## src/rtl/dpr_pkg.sv

```systemverilog
// Shared types and default timing for the partial-reconfiguration sequencer.
// The state encoding is visible to the top and to anything that decodes busy.
package dpr_pkg;

   typedef enum logic [2:0] {
      ST_IDLE,
      ST_DECOUPLE,
      ST_STREAM,
      ST_WAIT_DONE,
      ST_RECOUPLE,
      ST_FAIL
   } dpr_state_t;

   localparam int DEF_WORD_W          = 32;
   localparam int DEF_BITSTREAM_WORDS = 1024;
   localparam int DEF_CNT_W           = 11;
   localparam int DEF_DECOUPLE_CYCLES = 16;
   localparam int DEF_TIMEOUT_CYCLES  = 10_000_000;
   localparam int DEF_MAX_RETRIES     = 3;

   // A repair is in flight in every state except the two resting ones.
   function automatic logic isActive(input dpr_state_t s);
      return (s != ST_IDLE) && (s != ST_FAIL);
   endfunction

endpackage

```

## src/rtl/dpr_skid_reg.sv

```systemverilog
// One-entry valid/ready register between the bitstream source and the config port.
// Accepts a new word in the same cycle the held word drains, so throughput stays at one word per cycle.
module dpr_skid_reg #(
   parameter int WORD_W = 32
) (
   input  logic              i_clk,
   input  logic              i_rstN,
   input  logic              i_flush,
   input  logic              i_inValid,
   input  logic [WORD_W-1:0] i_inData,
   output logic              o_inReady,
   output logic              o_outValid,
   output logic [WORD_W-1:0] o_outData,
   input  logic              i_outReady
);

   logic              r_valid;
   logic [WORD_W-1:0] r_data;

   assign o_inReady  = ~r_valid | i_outReady;
   assign o_outValid = r_valid;
   assign o_outData  = r_data;

   // Flush beats a load so a retry never carries a stale word into the next attempt.
   always_ff @(posedge i_clk) begin
      if (!i_rstN) begin
         r_valid <= 1'b0;
         r_data  <= '0;
      end else if (i_flush) begin
         r_valid <= 1'b0;
      end else if (i_inValid && o_inReady) begin
         r_valid <= 1'b1;
         r_data  <= i_inData;
      end else if (i_outReady) begin
         r_valid <= 1'b0;
      end
   end

endmodule

```

## src/rtl/dpr_sequencer.sv

```systemverilog
// Repair sequencer: isolates the partition, streams a partial bitstream into the
// configuration port, retries on error/timeout and recouples once the oracle allows it.
module dpr_sequencer
   import dpr_pkg::*;
#(
   parameter int WORD_W          = DEF_WORD_W,
   parameter int BITSTREAM_WORDS = DEF_BITSTREAM_WORDS,
   parameter int CNT_W           = DEF_CNT_W,
   parameter int DECOUPLE_CYCLES = DEF_DECOUPLE_CYCLES,
   parameter int TIMEOUT_CYCLES  = DEF_TIMEOUT_CYCLES,
   parameter int MAX_RETRIES     = DEF_MAX_RETRIES
) (
   input  logic              clk_500mhz,
   input  logic              rst_n,
   input  logic              dpr_start,
   input  logic              veto,
   input  logic              bs_valid,
   input  logic [WORD_W-1:0] bs_data,
   output logic              bs_ready,
   output logic              bs_rewind,
   output logic              cfg_valid,
   output logic [WORD_W-1:0] cfg_data,
   input  logic              cfg_ready,
   input  logic              cfg_done,
   input  logic              cfg_err,
   output logic              decouple,
   output logic              busy,
   output logic              dpr_done,
   output logic              dpr_fail,
   output logic [1:0]        retry_cnt
);

   localparam int SET_W = $clog2(DECOUPLE_CYCLES) + 1;
   localparam int WD_W  = $clog2(TIMEOUT_CYCLES) + 1;

   localparam logic [CNT_W-1:0] LAST_WORD   = CNT_W'(BITSTREAM_WORDS);
   localparam logic [SET_W-1:0] SETTLE_LAST = SET_W'(DECOUPLE_CYCLES - 1);
   localparam logic [WD_W-1:0]  WD_LAST     = WD_W'(TIMEOUT_CYCLES - 1);
   localparam logic [1:0]       RETRY_MAX   = 2'(MAX_RETRIES);

   dpr_state_t       r_state,    w_stateNext;
   logic [SET_W-1:0] r_settle,   w_settleNext;
   logic [CNT_W-1:0] r_loadCnt,  w_loadCntNext;
   logic [CNT_W-1:0] r_wordCnt,  w_wordCntNext;
   logic [WD_W-1:0]  r_wdog,     w_wdogNext;
   logic [1:0]       r_retry,    w_retryNext;
   logic             r_fail,     w_failNext;
   logic             r_decouple, w_decoupleNext;
   logic             r_rewind,   w_rewindNext;
   logic             r_done,     w_doneNext;
   logic             r_released, w_releasedNext;
   logic             r_startQ;

   logic              w_trigger;
   logic              w_inStream;
   logic              w_skidInReady;
   logic              w_skidValid;
   logic [WORD_W-1:0] w_skidData;
   logic              w_bsReady;
   logic              w_load;
   logic              w_cfgValid;
   logic              w_cfgFire;
   logic              w_timeout;
   logic              w_flush;
   logic              w_retryPath;

   assign w_trigger  = dpr_start & ~r_startQ;
   assign w_inStream = (r_state == ST_STREAM);
   assign w_bsReady  = w_inStream & w_skidInReady & (r_loadCnt != LAST_WORD);
   assign w_load     = bs_valid & w_bsReady;
   assign w_cfgValid = w_inStream & w_skidValid;
   assign w_cfgFire  = w_cfgValid & cfg_ready;
   assign w_timeout  = (r_wdog == WD_LAST);

   dpr_skid_reg #(
      .WORD_W (WORD_W)
   ) u_skid (
      .i_clk      (clk_500mhz),
      .i_rstN     (rst_n),
      .i_flush    (w_flush),
      .i_inValid  (w_load),
      .i_inData   (bs_data),
      .o_inReady  (w_skidInReady),
      .o_outValid (w_skidValid),
      .o_outData  (w_skidData),
      .i_outReady (cfg_ready & w_inStream)
   );

   always_comb begin
      w_stateNext    = r_state;
      w_settleNext   = r_settle;
      w_loadCntNext  = r_loadCnt;
      w_wordCntNext  = r_wordCnt;
      w_wdogNext     = r_wdog;
      w_retryNext    = r_retry;
      w_failNext     = r_fail;
      w_decoupleNext = r_decouple;
      w_releasedNext = r_released;
      w_rewindNext   = 1'b0;
      w_doneNext     = 1'b0;
      w_flush        = 1'b0;
      w_retryPath    = 1'b0;

      case (r_state)
         ST_IDLE, ST_FAIL: begin
            if (w_trigger) begin
               w_failNext     = 1'b0;
               w_retryNext    = 2'd0;
               w_rewindNext   = 1'b1;
               w_decoupleNext = 1'b1;
               w_settleNext   = '0;
               w_stateNext    = ST_DECOUPLE;
            end
         end
         ST_DECOUPLE: begin
            if (r_settle == SETTLE_LAST) begin
               w_loadCntNext = '0;
               w_wordCntNext = '0;
               w_wdogNext    = '0;
               w_stateNext   = ST_STREAM;
            end else begin
               w_settleNext = r_settle + 1'b1;
            end
         end
         ST_STREAM: begin
            w_wdogNext = r_wdog + 1'b1;
            if (w_load) w_loadCntNext = r_loadCnt + 1'b1;
            if (w_cfgFire) w_wordCntNext = r_wordCnt + 1'b1;
            if (w_timeout) begin
               w_retryPath = 1'b1;
            end else if ((r_wordCnt == LAST_WORD) && !w_skidValid) begin
               w_stateNext = ST_WAIT_DONE;
            end
         end
         ST_WAIT_DONE: begin
            w_wdogNext = r_wdog + 1'b1;
            if (cfg_err || w_timeout) begin
               w_retryPath = 1'b1;
            end else if (cfg_done) begin
               w_releasedNext = 1'b0;
               w_stateNext    = ST_RECOUPLE;
            end
         end
         ST_RECOUPLE: begin
            // The partition stays isolated until the oracle lifts its veto.
            if (!r_released) begin
               if (!veto) begin
                  w_decoupleNext = 1'b0;
                  w_releasedNext = 1'b1;
                  w_settleNext   = '0;
               end
            end else if (r_settle == SETTLE_LAST) begin
               w_doneNext  = 1'b1;
               w_stateNext = ST_IDLE;
            end else begin
               w_settleNext = r_settle + 1'b1;
            end
         end
         default: w_stateNext = ST_IDLE;
      endcase

      if (w_retryPath) begin
         w_flush = 1'b1;
         if (r_retry < RETRY_MAX) begin
            w_retryNext  = r_retry + 1'b1;
            w_rewindNext = 1'b1;
            w_settleNext = '0;
            w_stateNext  = ST_DECOUPLE;
         end else begin
            w_failNext  = 1'b1;
            w_stateNext = ST_FAIL;
         end
      end
   end

   always_ff @(posedge clk_500mhz) begin
      if (!rst_n) begin
         r_state    <= ST_IDLE;
         r_settle   <= '0;
         r_loadCnt  <= '0;
         r_wordCnt  <= '0;
         r_wdog     <= '0;
         r_retry    <= 2'd0;
         r_fail     <= 1'b0;
         r_decouple <= 1'b0;
         r_rewind   <= 1'b0;
         r_done     <= 1'b0;
         r_released <= 1'b0;
         r_startQ   <= 1'b0;
      end else begin
         r_state    <= w_stateNext;
         r_settle   <= w_settleNext;
         r_loadCnt  <= w_loadCntNext;
         r_wordCnt  <= w_wordCntNext;
         r_wdog     <= w_wdogNext;
         r_retry    <= w_retryNext;
         r_fail     <= w_failNext;
         r_decouple <= w_decoupleNext;
         r_rewind   <= w_rewindNext;
         r_done     <= w_doneNext;
         r_released <= w_releasedNext;
         r_startQ   <= dpr_start;
      end
   end

   assign bs_ready  = w_bsReady;
   assign bs_rewind = r_rewind;
   assign cfg_valid = w_cfgValid;
   assign cfg_data  = w_skidData;
   assign decouple  = r_decouple;
   assign busy      = isActive(r_state);
   assign dpr_done  = r_done;
   assign dpr_fail  = r_fail;
   assign retry_cnt = r_retry;

endmodule

```

## config.mk

```make
export PLATFORM = sky130hd
export DESIGN_NAME = dpr_sequencer
export DESIGN_NICKNAME = d
export VERILOG_FILES = /design/src/rtl/dpr_pkg.sv /design/src/rtl/dpr_skid_reg.sv /design/src/rtl/dpr_sequencer.sv
export SDC_FILE = /design/constraint.sdc
export NUM_CORES = 1
export LEC_CHECK = 0
export CAP_MARGIN = 25
export CORE_MARGIN = 2
export CORE_UTILIZATION = 53
export DETAILED_ROUTE_END_ITERATION = 12
export GPL_ROUTABILITY_DRIVEN = 0
export PLACE_DENSITY = 0.91
export SKIP_CTS_REPAIR_TIMING = 1
export SLEW_MARGIN = 20
export SYNTH_ARGS = -nofsm -noshare
export SYNTH_HDL_FRONTEND = slang
export SYNTH_SLANG_ARGS = --single-unit
```

## constraint.sdc

```tcl
create_clock -name clk_500mhz -period 2.39 [get_ports clk_500mhz]
set_clock_uncertainty 0.05 [all_clocks]
set_input_delay 0.5975 -clock clk_500mhz [delete_from_list [all_inputs] [get_ports clk_500mhz]]
set_output_delay 0.5975 -clock clk_500mhz [all_outputs]
set_load 0.02 [all_outputs]
```

; Yosys cells after proc, flatten, opt, wreduce, memory -nomap -nowiden
; Cells that the tools add are included.
[totals]
out_inout_bits = 41
register_bits = 96
input_bits = 40
word_cells = 134
[op_classes]
magnitude_cmp = 1
addsub = 5
mux = 53
n_eq_ne = 26
reduce_logical = 23
n_bitwise = 12
[op_table]
columns = op, n
row1 = one-hot mux 25 bit (2 select lines), 1
row2 = one-hot mux 11 bit (2 select lines), 2
row3 = 2-to-1 mux 11 bit, 3
row4 = 2-to-1 mux 3 bit, 10
row5 = 2-to-1 mux 5 bit, 6
row6 = adder 25 x 1 -> 25 bit (second input constant), 1
row7 = == test 25 x 24 -> 1 bit (second input constant), 1
row8 = 2-to-1 mux 25 bit, 1
row9 = adder 11 x 1 -> 11 bit (second input constant), 2
row10 = 2-to-1 mux 1 bit, 21
row11 = != test 3 bit (second input constant), 7
row12 = one-hot mux 3 bit (5 select lines), 1
row13 = one-hot mux 5 bit (3 select lines), 1
row14 = != test 2 bit (second input constant), 6
row15 = AND reduction 3 bit, 4
row16 = == test 11 bit (second input constant), 1
row17 = != test 11 bit (second input constant), 1
row18 = nonzero test 2 bit, 5
row19 = 2-to-1 mux 2 bit, 4
row20 = AND reduction 8 bit, 1
row21 = bitwise AND 1 bit, 7
row22 = == test 3 x 2 -> 1 bit (second input constant), 2
row23 = == test 3 bit (second input constant), 2
row24 = one-hot mux 1 bit (2 select lines), 3
row25 = other kinds (18), 27

; Depth between registers and ports, before layout
[logic_depth]
word_depth = 8
ltp_mapped = 8
ltp_nobuf = 7

; Modules after synthesis
; Synthesis repeated with hierarchy kept, for this count alone.
[hier_totals]
cells_unflattened = 551
area_unflattened_um2 = 4683.2
[modules_own_cells]
columns = mod, instances, seq_area_each_um2, cells_each, area_per_inst_um2
row1 = dpr_sequencer, 1, 1261.2, 406, 3318.2
row2 = dpr_skid_reg, 1, 660.6, 145, 1365.1

; Least setup slack after synthesis
; OpenSTA, ideal clock, no wires.
[synth_timing]
path_kind = flip-flop to flip-flop
start = reg r_settle[0]
end = reg r_wordCnt[10]
arrival_time_ps = 1958
setup_time_ps = 66
setup_slack_ps = 316
period_less_slack_ps = 2074
n_path_buf = 0
required_time_ps = 2274
path_stages_with_launch = 7
path_cell_list = dfxtp_1 ha_1 nand4b_4 o31a_4 or2_4 or4_4 a21oi_2
[synth_between]
elab_chain_len = 3
[synth_rtl]
columns = element, line_no
row1 = start: declaration, dpr_sequencer.sv:42  ; logic [SET_W-1:0] r_settle, w_settleNext;
row2 = start signal: assignment, dpr_sequencer.sv:192  ; r_settle <= w_settleNext;
row3 = == test 5 x 4 -> 1 bit, dpr_sequencer.sv:116  ; if (r_settle == SETTLE_LAST) begin
row4 = != test 2 bit (no source line), n/a
row5 = AND reduction 3 bit (no source line), n/a
row6 = end signal: assignment, dpr_sequencer.sv:194  ; r_wordCnt <= w_wordCntNext;
row7 = end: declaration, dpr_sequencer.sv:44  ; logic [CNT_W-1:0] r_wordCnt, w_wordCntNext;
; Every way passes these cells.
; A chain may end at the register's enable or synchronous reset.

; Final worst setup path
[layout_timing]
start = reg r_state[2]
end = out cfg_valid
[layout_between]
elab_chain_len = 2
[layout_rtl]
columns = element, line_no
row1 = start: declaration, dpr_sequencer.sv:41  ; dpr_state_t r_state, w_stateNext;
row2 = start signal: assignment, dpr_sequencer.sv:191  ; r_state <= w_stateNext;
row3 = == test 3 x 2 -> 1 bit, dpr_sequencer.sv:68  ; assign w_inStream = (r_state == ST_STREAM);
row4 = bitwise AND 1 bit, dpr_sequencer.sv:71  ; assign w_cfgValid = w_inStream & w_skidValid;
row5 = end: declaration, dpr_sequencer.sv:21  ; output logic cfg_valid,
; Every way passes these cells.

==> results_dict.tcl <==
set metrics [dict create \
    worst-path-buf-inv 2 \
    grt_setup_unrepaired "no" \
    cap_viol_max_count 0 \
    synth.largest_area_cell "dfxtp_1" \
    grt_pass1_wl_um 19400 \
    drt_iter0_drc 265 \
    layout_min_cycle_time_ps 2270 \
    antenna_found_initial 0 \
    dp_hpwl_um 8480 \
    start_kind "flop" \
    synth-async-reset-ratio_pct 0 \
    hold_start "u_skid.o_outData[25]" \
    fmax_mhz 440 \
    core_um2 8590 \
    r2r_setup_slack_ps 260 \
    timing.final.hold_violations 0 \
    synth_top_area_share_pct 41.6 \
    r2r_end "u_skid.o_outData[27]" \
    antenna_left 0 \
    syn_to_final_growth_pct 26.0 \
    cts_buffers 9 \
    start_util_pct 53.7 \
    cts_buffer_depth 2 \
    critical_path.top_delay_family "simple AND/OR/NAND/NOR gates" \
    crit_path_end_kind "primary output" \
    setup_viol 0 \
    cts_num_sinks 96 \
    route.detailed.wl_per_inst_um 15.5 \
    synthesis.nets 604 \
    crit_type "reg2out" \
    synth_edf_count 0 \
    drt-pass1-iter-count 5 \
    num_rows 34 \
    slew_headroom_pct 63.6 \
    clk_pin_slew_ps 100 \
    die-area_um2 9480 \
    max_stage_delay_ps 370 \
    yosysMostFrequentCell "nand2_1" \
    min_period_over_period_pct 95.0 \
    routed_wl_um 11700 \
    ys_seq_area_share_pct 41.6 \
    synth.distinct_cells 50 \
    path_depth 4 \
    grt_pass1_vias 4333 \
    power.density_nw_per_um2 484 \
    vias 4446 \
    synth_area_leaders "dfxtp_1 (42%), nand2_1 (8.5%), mux2i_1 (8.0%), a21oi_1 (3.8%), o21ai_0 (3.1%)" \
    die_w_um 97.3 \
    layoutNonFillerInstCount 751 \
    drc_errors 0 \
    antenna_cells 0 \
    outcome "completed" \
    hold_end "u_skid.o_outData[25]" \
    die_y_um 97.3 \
    crit_path_top_delay_cell "dfxtp_1" \
    io-pin-count 81 \
    yosys_warnings 0 \
    leakagePower_nw 2.04 \
    r2r_cells 7 \
    overflow 0 \
    clk_latency_ps 380 \
    cp.arrival_ps 1620 \
    vias_per_cell 5.92 \
    crit_chain "buf_4, nor2b_1, and3_1, dlymetal6s2s_1" \
    ir_drop_mv 0.339 \
    cts_root_buffer "clkbuf_8" \
    slew_viol_final 0 \
    htree_num_levels 3 \
    worstMarginPinSlew_ps 546 \
    track_usage_pct 24.7 \
    stdcell_area_um2 5820 \
    drive_gt1_share_pct 7.93 \
    postSynthCellCount 557 \
    cp.required_ps 1740 \
    ys_seq_elements 96 \
    critPathMaxFanout 10 \
    setup_ws_ps 120 \
    numPortBuffers 80 \
    dp_slack_ps -231 \
    place_inst 732 \
    synth-main-ff-cell "dfxtp_1" \
    r2r_start "r_wdog[0]" \
    syn_area_um2 4620 \
    grt_max_degree 48 \
    final_nets 685 \
    cts_tree "built" \
    placed_area_um2 5590 \
    hold_path_class "reg2reg" \
    holdWs_ps 413 \
    synth_common_cells "nand2_1 (104), dfxtp_1 (96), mux2i_1 (37)" \
    hold_depth 2 \
    avgSynthCellArea_um2 8.29 \
]
-- through the flow --
step | TNS (ps) | total power, mW | utilization (%)
global placement | -222 | 1.83 | 65.1
global route | 0 | 2.90 | 67.7
CTS | -695 | 2.81 | 67.2
finish | 0 | 2.81 | 67.7
detailed placement | -354 | 1.83 | 65.1
floorplan | 0 | 1.73 | -
-- tightest hold or removal path: cells and delay by family (launching register included) --
| family | cells | cell delay [ps] |
|---|---|---|
| DFF | 1 | 320 |
| muxes | 1 | 50 |
| and+or+nand+nor | 1 | 50 |
-- how the worst max path moves through the flow --
stage               slack [ps]         from             to
floorplan                  320  r_settle[0]  r_wordCnt[10]
global placement          -200    cfg_ready       bs_ready
detailed placement        -230    cfg_ready       bs_ready
CTS                       -240    cfg_ready       bs_ready
global route                60   r_state[2]      cfg_valid
finish                     120   r_state[2]      cfg_valid
-- final cells by class --
type                       count  area, um^2
fill                         622        2780
multi-input combinational    416        2530
sequential                    96        1920
timing repair buffer         103        1000
tap                          108         135
clock buffer                  10         128
clock inverter                 6        51.3
inverter                      12        45.0
-- flip-flops by register name, summed over array words and instances (netlist names) --
name               flops
r_settle               5
dpr_done               1
r_state                3
bs_rewind              1
u_skid.o_outData      32
dpr_fail               1
r_wordCnt             11
r_loadCnt             11
retry_cnt              2
decouple               1
r_released             1
r_wdog                25
u_skid.o_outValid      1
r_startQ               1
-- routing by layer --
| metal | share of wire [%] | track usage (%) | vias to the layer above |
|---|---|---|---|
| met5 | 0 | 0 | - |
| met4 | 3.1 | 10.5 | 0 |
| met3 | 8.3 | 7.41 | 40 |
| met2 | 49 | 42.8 | 194 |
| met1 | 40 | 28.3 | 2076 |
| li1 | - | - | 2136 |
-- where the power goes --
part           total [mW]  internal, mW  switching (mW)
Sequential           1.61          1.61         0.00786
Clock                1.01         0.393           0.619
Combinational       0.188        0.0951          0.0929
Total                2.81          2.09           0.720
-- cell usage in the layout (no fill, tap or decap), types with 7 or more instances in the layout --
cell / netlist / routed
buf_4: 0 / 21
xnor2_1: 10 / 10
nor3_1: 8 / 8
nand2b_1: 10 / 10
mux2i_1: 37 / 37
and2_1: 8 / 8
nand2_1: 104 / 104
o21ai_0: 29 / 28
nand4_1: 18 / 18
a21oi_1: 35 / 34
clkbuf_8: 0 / 9
nand3_1: 24 / 24
clkdlybuf4s50_1: 0 / 76
inv_1: 12 / 12
nor2_1: 34 / 32
ha_1: 7 / 7
dfxtp_1: 96 / 95
nor4b_1: 9 / 9
or3_1: 16 / 16
-- kinds of logic (layout without fill, tap and decap cells) --
| logic type | Yosys count | count (layout) | synth area share [%] |
|---|---|---|---|
| AOI/OAI and AO/OA | 89 | 89 | 11.8 |
| and+or+nand+nor | 267 | 267 | 29.6 |
| muxes | 37 | 37 | 8.02 |
| buffers and inverters | 45 | 131 | 3.98 |
| xor gates and xnor gates | 16 | 16 | 3.03 |
| adders and majority gates | 7 | 7 | 1.90 |
| DFF | 96 | 96 | 41.6 |
Power figures use the tool's default switching activity.
